--- src/rtl/tomasula_types_pkg.sv ---
// Types and constants shared by the Tomasulo execute-side blocks.
package tomasula_types;

  localparam int CDB_TAG_W   = 3;
  localparam int CDB_DATA_W  = 32;
  localparam int CDB_NUM_REQ = 5;

  localparam int RS1  = 0;
  localparam int RS2  = 1;
  localparam int RS3  = 2;
  localparam int RS4  = 3;
  localparam int RSBR = 4;

  typedef struct packed {
    logic [CDB_TAG_W-1:0]  tag;
    logic [CDB_DATA_W-1:0] data;
  } cdb_t;

endpackage

--- src/rtl/rr_arbiter.sv ---
// Combinational rotating-priority picker: searches ptr+1, ptr+2, ... modulo N.
module rr_arbiter #(
  parameter int N     = 5,
  parameter int PTR_W = $clog2(N)
) (
  input  logic [N-1:0]     req,
  input  logic [PTR_W-1:0] ptr,
  output logic [N-1:0]     grant,
  output logic [PTR_W-1:0] grant_idx,
  output logic             any
);

  always_comb begin
    int idx;
    grant     = '0;
    grant_idx = '0;
    any       = 1'b0;
    idx       = 0;
    for (int k = 1; k <= N; k++) begin
      idx = (int'(ptr) + k) % N;
      if (!any && req[idx]) begin
        any        = 1'b1;
        grant[idx] = 1'b1;
        grant_idx  = PTR_W'(idx);
      end
    end
  end

endmodule

--- src/rtl/cdb_arbiter.sv ---
// Round-robin owner of the common data bus: grants one result per cycle and
// broadcasts the winner's tag/data on a registered CDB one cycle later.
module cdb_arbiter
  import tomasula_types::*;
#(
  parameter int NUM_REQ = CDB_NUM_REQ,
  parameter int TAG_W   = CDB_TAG_W,
  parameter int DATA_W  = CDB_DATA_W,
  parameter int SRC_W   = $clog2(NUM_REQ)
) (
  input  logic                      clk,
  input  logic                      rst_n,
  input  logic                      flush,
  input  logic                      cdb_stall,
  input  logic [NUM_REQ-1:0]        req_valid,
  input  logic [NUM_REQ*TAG_W-1:0]  req_tag,
  input  logic [NUM_REQ*DATA_W-1:0] req_data,
  output logic [NUM_REQ-1:0]        req_ack,
  output logic                      cdb_valid,
  output logic [TAG_W-1:0]          cdb_tag,
  output logic [DATA_W-1:0]         cdb_data,
  output logic [SRC_W-1:0]          cdb_src
);

  localparam logic [SRC_W-1:0] PTR_INIT = SRC_W'(NUM_REQ - 1);

  logic [SRC_W-1:0]   ptr;
  logic [NUM_REQ-1:0] pick;
  logic [SRC_W-1:0]   win_idx;
  logic               win_any;
  logic               grant_en;
  logic [TAG_W-1:0]   win_tag;
  logic [DATA_W-1:0]  win_data;

  rr_arbiter #(
    .N     (NUM_REQ),
    .PTR_W (SRC_W)
  ) u_rr (
    .req       (req_valid),
    .ptr       (ptr),
    .grant     (pick),
    .grant_idx (win_idx),
    .any       (win_any)
  );

  // Gating by rst_n keeps acks quiet while reset is held, not just after an edge.
  assign grant_en = rst_n && !flush && !cdb_stall && win_any;
  assign req_ack  = grant_en ? pick : '0;
  assign win_tag  = req_tag[int'(win_idx)*TAG_W +: TAG_W];
  assign win_data = req_data[int'(win_idx)*DATA_W +: DATA_W];

  // Stage p0 -> p1: pointer update and CDB broadcast register
  always_ff @(posedge clk or negedge rst_n) begin
    if (!rst_n) begin
      ptr       <= PTR_INIT;
      cdb_valid <= 1'b0;
      cdb_tag   <= '0;
      cdb_data  <= '0;
      cdb_src   <= '0;
    end else if (flush) begin
      ptr       <= PTR_INIT;
      cdb_valid <= 1'b0;
    end else if (!cdb_stall) begin
      if (grant_en) begin
        ptr       <= win_idx;
        cdb_valid <= 1'b1;
        cdb_tag   <= win_tag;
        cdb_data  <= win_data;
        cdb_src   <= win_idx;
      end else begin
        cdb_valid <= 1'b0;
      end
    end
  end

endmodule

--- config.mk ---
export PLATFORM = sky130hd
export DESIGN_NAME = cdb_arbiter
export DESIGN_NICKNAME = d
export VERILOG_FILES = /design/src/rtl/tomasula_types_pkg.sv /design/src/rtl/rr_arbiter.sv /design/src/rtl/cdb_arbiter.sv
export SDC_FILE = /design/constraint.sdc
export NUM_CORES = 1
export LEC_CHECK = 0
export ABC_AREA = 1
export ABC_CLOCK_PERIOD_IN_PS = 9400
export BUFFER_PORTS_ARGS = -buffer_cell sky130_fd_sc_hd__buf_4
export CORE_MARGIN = 4
export CORE_UTILIZATION = 53
export CTS_CLUSTER_DIAMETER = 40
export DETAILED_ROUTE_END_ITERATION = 8
export PLACE_DENSITY_LB_ADDON = 0.1
export SETUP_SLACK_MARGIN = 0.15
export SLEW_MARGIN = 25
export SYNTH_ARGS = -nofsm -noshare
export SYNTH_HDL_FRONTEND = slang
export SYNTH_SLANG_ARGS = --single-unit
--- constraint.sdc ---
create_clock -name clk -period 9.4 [get_ports clk]
set_input_delay 0.47 -clock clk [delete_from_list [all_inputs] [get_ports clk]]
set_output_delay 0.47 -clock clk [all_outputs]
set_load 0.05 [all_outputs]
# After elaboration in Yosys (flattened, before gate mapping)
# Cells that the tools add are included.
[op_classes]
n_addsub = 5
mul = 1
n_div = 5
order_cmp = 10
n_eq_ne = 1
n_shift = 2
muxes = 47
bitwise_logic = 6
n_reduce_logical = 21
[ops]
columns = ["operator", "count"]
rows = [
  ["32-bit by 1-bit >= comparator with 1-bit output, second input constant", 5],
  ["32-bit by 5-bit < comparator with 1-bit output, second input constant", 5],
  ["32-bit by 4-bit remainder unit with 32-bit output, second input constant", 5],
  ["160-bit by 9-bit indexed part select with 32-bit output", 1],
  ["5-bit 2-to-1 mux", 6],
  ["3-bit 2-to-1 mux", 8],
  ["1-bit 2-to-1 mux", 23],
  ["5-bit OR", 4],
  ["1-bit binary-select mux with 3-bit select", 5],
  ["1-bit demux with 3-bit select", 5],
  ["15-bit by 6-bit indexed part select with 3-bit output", 1],
  ["1-bit logical AND", 12],
  ["3-bit by 2-bit adder with 4-bit output, second input constant", 2],
  ["3-bit by 3-bit adder with 4-bit output, second input constant", 2],
  ["1-bit logical NOT", 6],
  ["3-bit by 2-bit multiplier with 5-bit output, second input constant", 1],
  ["3-bit by 1-bit adder with 4-bit output, second input constant", 1],
  ["3-bit AND reduction", 1],
  ["2-bit != test, second input constant", 1],
  ["1-bit inverter", 2],
  ["2-bit AND reduction", 1],
  ["2-bit nonzero test", 1],
]
[word_totals]
regBits = 42
input_bits = 184
output_inout_bits = 44
word_cells = 103

# Depth between registers and ports, before layout
[logic_depth]
ltp_word = 22
mapped_depth = 34
depth_no_buf = 30

# Hierarchy
# Synthesis repeated with hierarchy kept, for this count alone.
[unflattened]
hier_cells = 1051
hier_area_um2 = 6038.3
[by_module_without_submodules]
columns = ["mod", "n_inst", "cells_per_inst", "area_per_inst_um2"]
rows = [
  ["cdb_arbiter", 1, 573, 3323.2],
  ["rr_arbiter", 1, 478, 2715.1],
]

# Worst setup path before layout
# OpenSTA, ideal clock, no wires.
[synth_path]
path_type = "reg2out"
startpoint = "register ptr[0]"
endpoint = "output port req_ack[0]"
t_arrival_ns = 4.515
required_time_ns = 8.930
path_slack_ns = 4.415
stages_incl_launch_ff = 26
path_buffers = 4
path_cell_list = "dfrtp_1 > buf_2 > inv_1 > clkbuf_1 > ha_1 > buf_2 > inv_2 > ha_1 > inv_1 > ha_1 > nand2_1 > nand2_1 > nor2_4 > nand4_1 > nand2_1 > nand3_1 > nand2_1 > nand3_4 > nand3_2 > nor2_2 > o21ai_1 > nand3_1 > nor2_2 > inv_2 > clkbuf_1 > a31oi_1"
[synth_via]
elab_chain_cells = 20
word_cells_on_any_way = 74
classes_between = "5 x add/sub; 5 x div; 10 x order compare; 36 x mux; 4 x bitwise; 14 x reduce/logical"
[synth_lines]
columns = ["element", "line", "text"]
rows = [
  ["start, declared", "cdb_arbiter.sv:27", "logic [SRC_W-1:0] ptr;"],
  ["start signal, assigned", "cdb_arbiter.sv:65", "ptr <= win_idx;"],
  ["parallel branches: the longest is 19 deep, another holds 32-bit by 4-bit remainder unit with 32-bit output", "--", ""],
  ["5-bit 2-to-1 mux *", "cdb_arbiter.sv:48", "assign req_ack = grant_en ? pick : '0;"],
  ["end, declared", "cdb_arbiter.sv:18", "output logic [NUM_REQ-1:0] req_ack,"],
]
# Mark *: on every way between the ends. The select of a mux whose other input is x is not followed.

# Final worst setup path
# Ends and elaborated chain as after synthesis.

==> flow_results.org <==
** Synthesis
- Unique cell type count in the Yosys netlist :: 41
- Mapped Area :: 5150 um^2
- The number of nets in the synthesized netlist is 1,091.
- Count of synthesis-stage warnings from yosys :: 0
- Area contributors post-synth :: sky130_fd_sc_hd__nand3_1 (21%), sky130_fd_sc_hd__nand2_1 (21%), sky130_fd_sc_hd__dfrtp_1 (20%)
- Average size of a mapped cell :: 5.87 um^2
- Synth Register Bits :: 42
- Sequential cell area fraction in the yosys report :: 0.204
- Counting every instance in the synthesized netlist gives 877.
- For this run, the leading register cell type out of synthesis is sky130_fd_sc_hd__dfrtp_1.
- Post-synthesis async set-or-reset flop share :: 1.00
- Of all cell types, the one taking the most synthesized area is sky130_fd_sc_hd__nand3_1.
- Of the post-synthesis cell area, the dominant cell type holds 0.211.
- The synthesized design contains 0 enable-type register cells.

** Clocking
- After clock tree synthesis, the clock-pin slew on the worst setup and hold paths is 0.09 ns.
- TritonCTS created 5 clock buffers.
- The tree is rooted in a sky130_fd_sc_hd__clkbuf_8.
- Clock tree synthesis found a total of 42 sinks.
- CTS tree :: yes
- CTS built an H-tree with a depth of 2.
- Post-CTS setup buffer count :: 0
- Number of resized instances in the post-cts repair step :: 0
- Hold bufs inserted after CTS :: 0
- CTS max path bufs :: 2
- For the worst-skew pair, the clock arrives at the later sink with an insertion delay of 0.30 ns.

** Final layout
- Count of nets after finishing :: 1,285
- The repair_antennas step left the layout with diodes totalling 0.
- Highest-count cells in the layout ignoring fill and taps :: sky130_fd_sc_hd__nand2_1 (287), sky130_fd_sc_hd__buf_4 (227), sky130_fd_sc_hd__nand3_1 (217)
- Proportion of layout cells with a drive suffix above 1 :: 0.252
- Area Growth Syn to Fin :: 34.0%
- Fill cell instance count of the final layout :: 850
- Once layout is complete, the cells apart from fillers number 1,201.
- Leaving out fill and tap cells, the most frequent cell in the layout is sky130_fd_sc_hd__nand2_1.

** Timing
- Setup violations remaining at the end of the flow were counted as 0.
- Measured against its own limit, the worst slew margin works out to 0.376.
- Setup repair after global routing left no endpoint under its margin.
- Maximum clock frequency :: 0.145 GHz
- Subtracting the final worst setup slack from the clock period gives 6.87 ns.
- Count of final max-slew check failures :: 0
- Setup TNS :: 0 ns
- At the pin with the least slew margin, the transition time is 0.934 ns.
- Post-route fraction of the period consumed by the critical path :: 0.731
- Clock tree skew after final layout :: 0.00724 ns
- Count of endpoints failing hold in the final timing report :: 0
- In the post-route analysis, the smallest setup slack over all paths is 2.53 ns.

** Min path
- The worst hold path belongs to the class in2async.

** Global route
- Entering global routing, the biggest net connects 72 pins.
- Wire length of the first global-routing pass :: 29,900 um
- After global routing the overflow that remains totals 0.
- In the global route stage, overall resource usage came out at 0.322.
- Number of antenna violations at the first check in global routing :: 0
- The via count of the first global-routing pass was 5,997.

** Worst setup path
- The most critical setup path has its startpoint at ptr[0].
- CP startpoint kind :: register
- Crit Path Category :: reg2out
- WP data arrival :: 6.40 ns
- The endpoint identified for the worst register-to-register timing path is cdb_data[29].
- Measured in cells, the most critical reg-to-reg path has a length of 26.
- Critical register-to-register path startpoint :: ptr[0]
- Crit-path max FO :: 45
- Following the worst setup path forward leads to its endpoint at req_ack[0].
- The worst setup path is captured at an output pin.
- Reg-to-reg slack, setup :: 2.69 ns
- Data on the critical path is required at its endpoint by 8.93 ns.

** Detailed routing
- For this block, the initial DRC count from the detailed router was 682.
- Total via count in the routed design :: 6,651
- Drt pass-1 iters :: 5
- Total wire length :: 19,200 um
- Routed via count divided by cell count :: 5.54
- After detailed routing, the number of remaining DRC violations is 0.
- Number of nets with antenna violations after detailed routing :: 0
- Dividing the detail-routed wire length by the instance count gives 16.0 um.

** Placement
- At the end of routability-driven placement, the weighted congestion stood at 0.961.
- The count of buffers added on input and output ports is 227.
- The HPWL after detailed placement is 14,800 um.
- Cell Count Post-Placement :: 1,193
- Timing analysis after detailed placement gives a worst setup slack of 2.77 ns.

** Die
- Measured along the y axis, the die boundary spans 107 um.
- DIE AREA :: 11,400 um^2
- Pin placement for this block handled 228 I/O pins.
- The floorplan has 35 rows.
- The die is 107 um wide.
- Initial Utilization :: 0.552
- Core region area :: 9330 um^2

** Outcome
- The run finished with clean final reports.

** Job
- Max-cap violations in this run came to 0.
[how the worst min path moves through the flow]
stage | startpoint | end | slack [ns]
after floorplan | rst_n | cdb_data[0] | 0.17
after global placement | cdb_src[1] | cdb_src[1] | 0.47
after detailed placement | cdb_data[19] | cdb_data[19] | 0.49
after CTS | rst_n | cdb_data[17] | 0.17
after global routing | rst_n | cdb_data[15] | 0.18
final | rst_n | cdb_data[15] | 0.16
[per-stage QoR]
stage	utilization	instance area (um^2)	hold WS, ns
2_1_floorplan	-	5150	0.174
3_3_place_gp	0.730	6810	0.474
3_5_place_dp	0.730	6810	0.486
4_1_cts	0.740	6900	0.172
5_1_grt	0.740	6900	0.184
6_report	0.740	6900	0.159
[Yosys cell counts (2+ instances only)]
library cell and number:
sky130_fd_sc_hd__o21ai_0 23, sky130_fd_sc_hd__buf_1 3, sky130_fd_sc_hd__o31ai_1 2, sky130_fd_sc_hd__o21ai_1 9, sky130_fd_sc_hd__a31oi_1 3, sky130_fd_sc_hd__nand4_1 11
sky130_fd_sc_hd__xor2_1 5, sky130_fd_sc_hd__dfrtp_1 41, sky130_fd_sc_hd__inv_2 9, sky130_fd_sc_hd__a211oi_1 2, sky130_fd_sc_hd__nor4_1 2, sky130_fd_sc_hd__inv_1 84
sky130_fd_sc_hd__ha_1 30, sky130_fd_sc_hd__and2_1 2, sky130_fd_sc_hd__a21oi_2 2, sky130_fd_sc_hd__nor2_2 6, sky130_fd_sc_hd__nand3_2 5, sky130_fd_sc_hd__o211ai_1 7
sky130_fd_sc_hd__nand2_2 5, sky130_fd_sc_hd__nand3_4 2, sky130_fd_sc_hd__nor2_1 46, sky130_fd_sc_hd__nand3_1 217, sky130_fd_sc_hd__buf_4 3, sky130_fd_sc_hd__o22ai_1 4
sky130_fd_sc_hd__buf_6 3, sky130_fd_sc_hd__clkbuf_1 9, sky130_fd_sc_hd__nand2_1 287, sky130_fd_sc_hd__buf_2 22, sky130_fd_sc_hd__nor3_1 10, sky130_fd_sc_hd__a21oi_1 10
sky130_fd_sc_hd__nor2_4 3
[cell type report]
class | count | area [um^2] | area share
Multi-Input combinational cell | 702 | 3540 | 0.513
Timing Repair Buffer | 227 | 1700 | 0.247
Sequential cell | 42 | 1050 | 0.152
Inverter | 93 | 352 | 0.0509
Tap cell | 129 | 161 | 0.0234
Clock buffer | 7 | 86.3 | 0.0125
Clock inverter | 1 | 5.00 | 0.000725
[registers in the layout, indices dropped and copies added (netlist names)]
signal / cells
cdb_data: 32
cdb_src: 3
cdb_tag: 3
ptr: 3
cdb_valid: 1
[metal layers]
| layer | global-route usage | up-vias | part of all wire |
|---|---|---|---|
| li1 | - | 3271 | - |
| met2 | 0.536 | 331 | 0.47 |
| met3 | 0.0638 | 30 | 0.10 |
| met4 | 0.0630 | 0 | 0.020 |
| met5 | 0 | - | 0 |
| met1 | 0.436 | 3019 | 0.41 |
[worst max-delay path: stages, from the launching register on]
cell	delay (ns)
sky130_fd_sc_hd__dfrtp_1	0.79
sky130_fd_sc_hd__inv_1	0.43
sky130_fd_sc_hd__ha_1	0.70
sky130_fd_sc_hd__inv_2	0.20
sky130_fd_sc_hd__ha_1	0.22
sky130_fd_sc_hd__inv_1	0.05
sky130_fd_sc_hd__ha_1	0.13
sky130_fd_sc_hd__inv_1	0.04
sky130_fd_sc_hd__nor2_1	0.09
sky130_fd_sc_hd__nand2_1	0.06
sky130_fd_sc_hd__nor2_1	0.15
sky130_fd_sc_hd__nor2_2	0.07
sky130_fd_sc_hd__nor2_4	0.12
sky130_fd_sc_hd__nand4_1	0.14
sky130_fd_sc_hd__nand2_1	0.20
sky130_fd_sc_hd__nand3_1	0.09
sky130_fd_sc_hd__nand2_1	0.11
sky130_fd_sc_hd__nand3_4	0.13
sky130_fd_sc_hd__nand3_2	0.10
sky130_fd_sc_hd__nor2_2	0.06
sky130_fd_sc_hd__o21ai_1	0.08
sky130_fd_sc_hd__nand3_1	0.16
sky130_fd_sc_hd__nor2_4	0.77
sky130_fd_sc_hd__inv_2	0.58
sky130_fd_sc_hd__a31oi_1	0.36
sky130_fd_sc_hd__buf_4	0.25
[logic make-up after synthesis]
logic type / after synthesis / synth area share
flip-flops: 42 / 0.204
AND/OR/NAND/NOR: 598 / 0.523
AO/OA/AOI/OAI: 68 / 0.0785
buffers and inverters: 133 / 0.109
XOR/XNOR: 6 / 0.0129
adder cells (fa/ha/maj): 30 / 0.0729
Power is not shown: default switching activity piles up to over one toggle a cycle in this logic, so the estimate is an artifact.
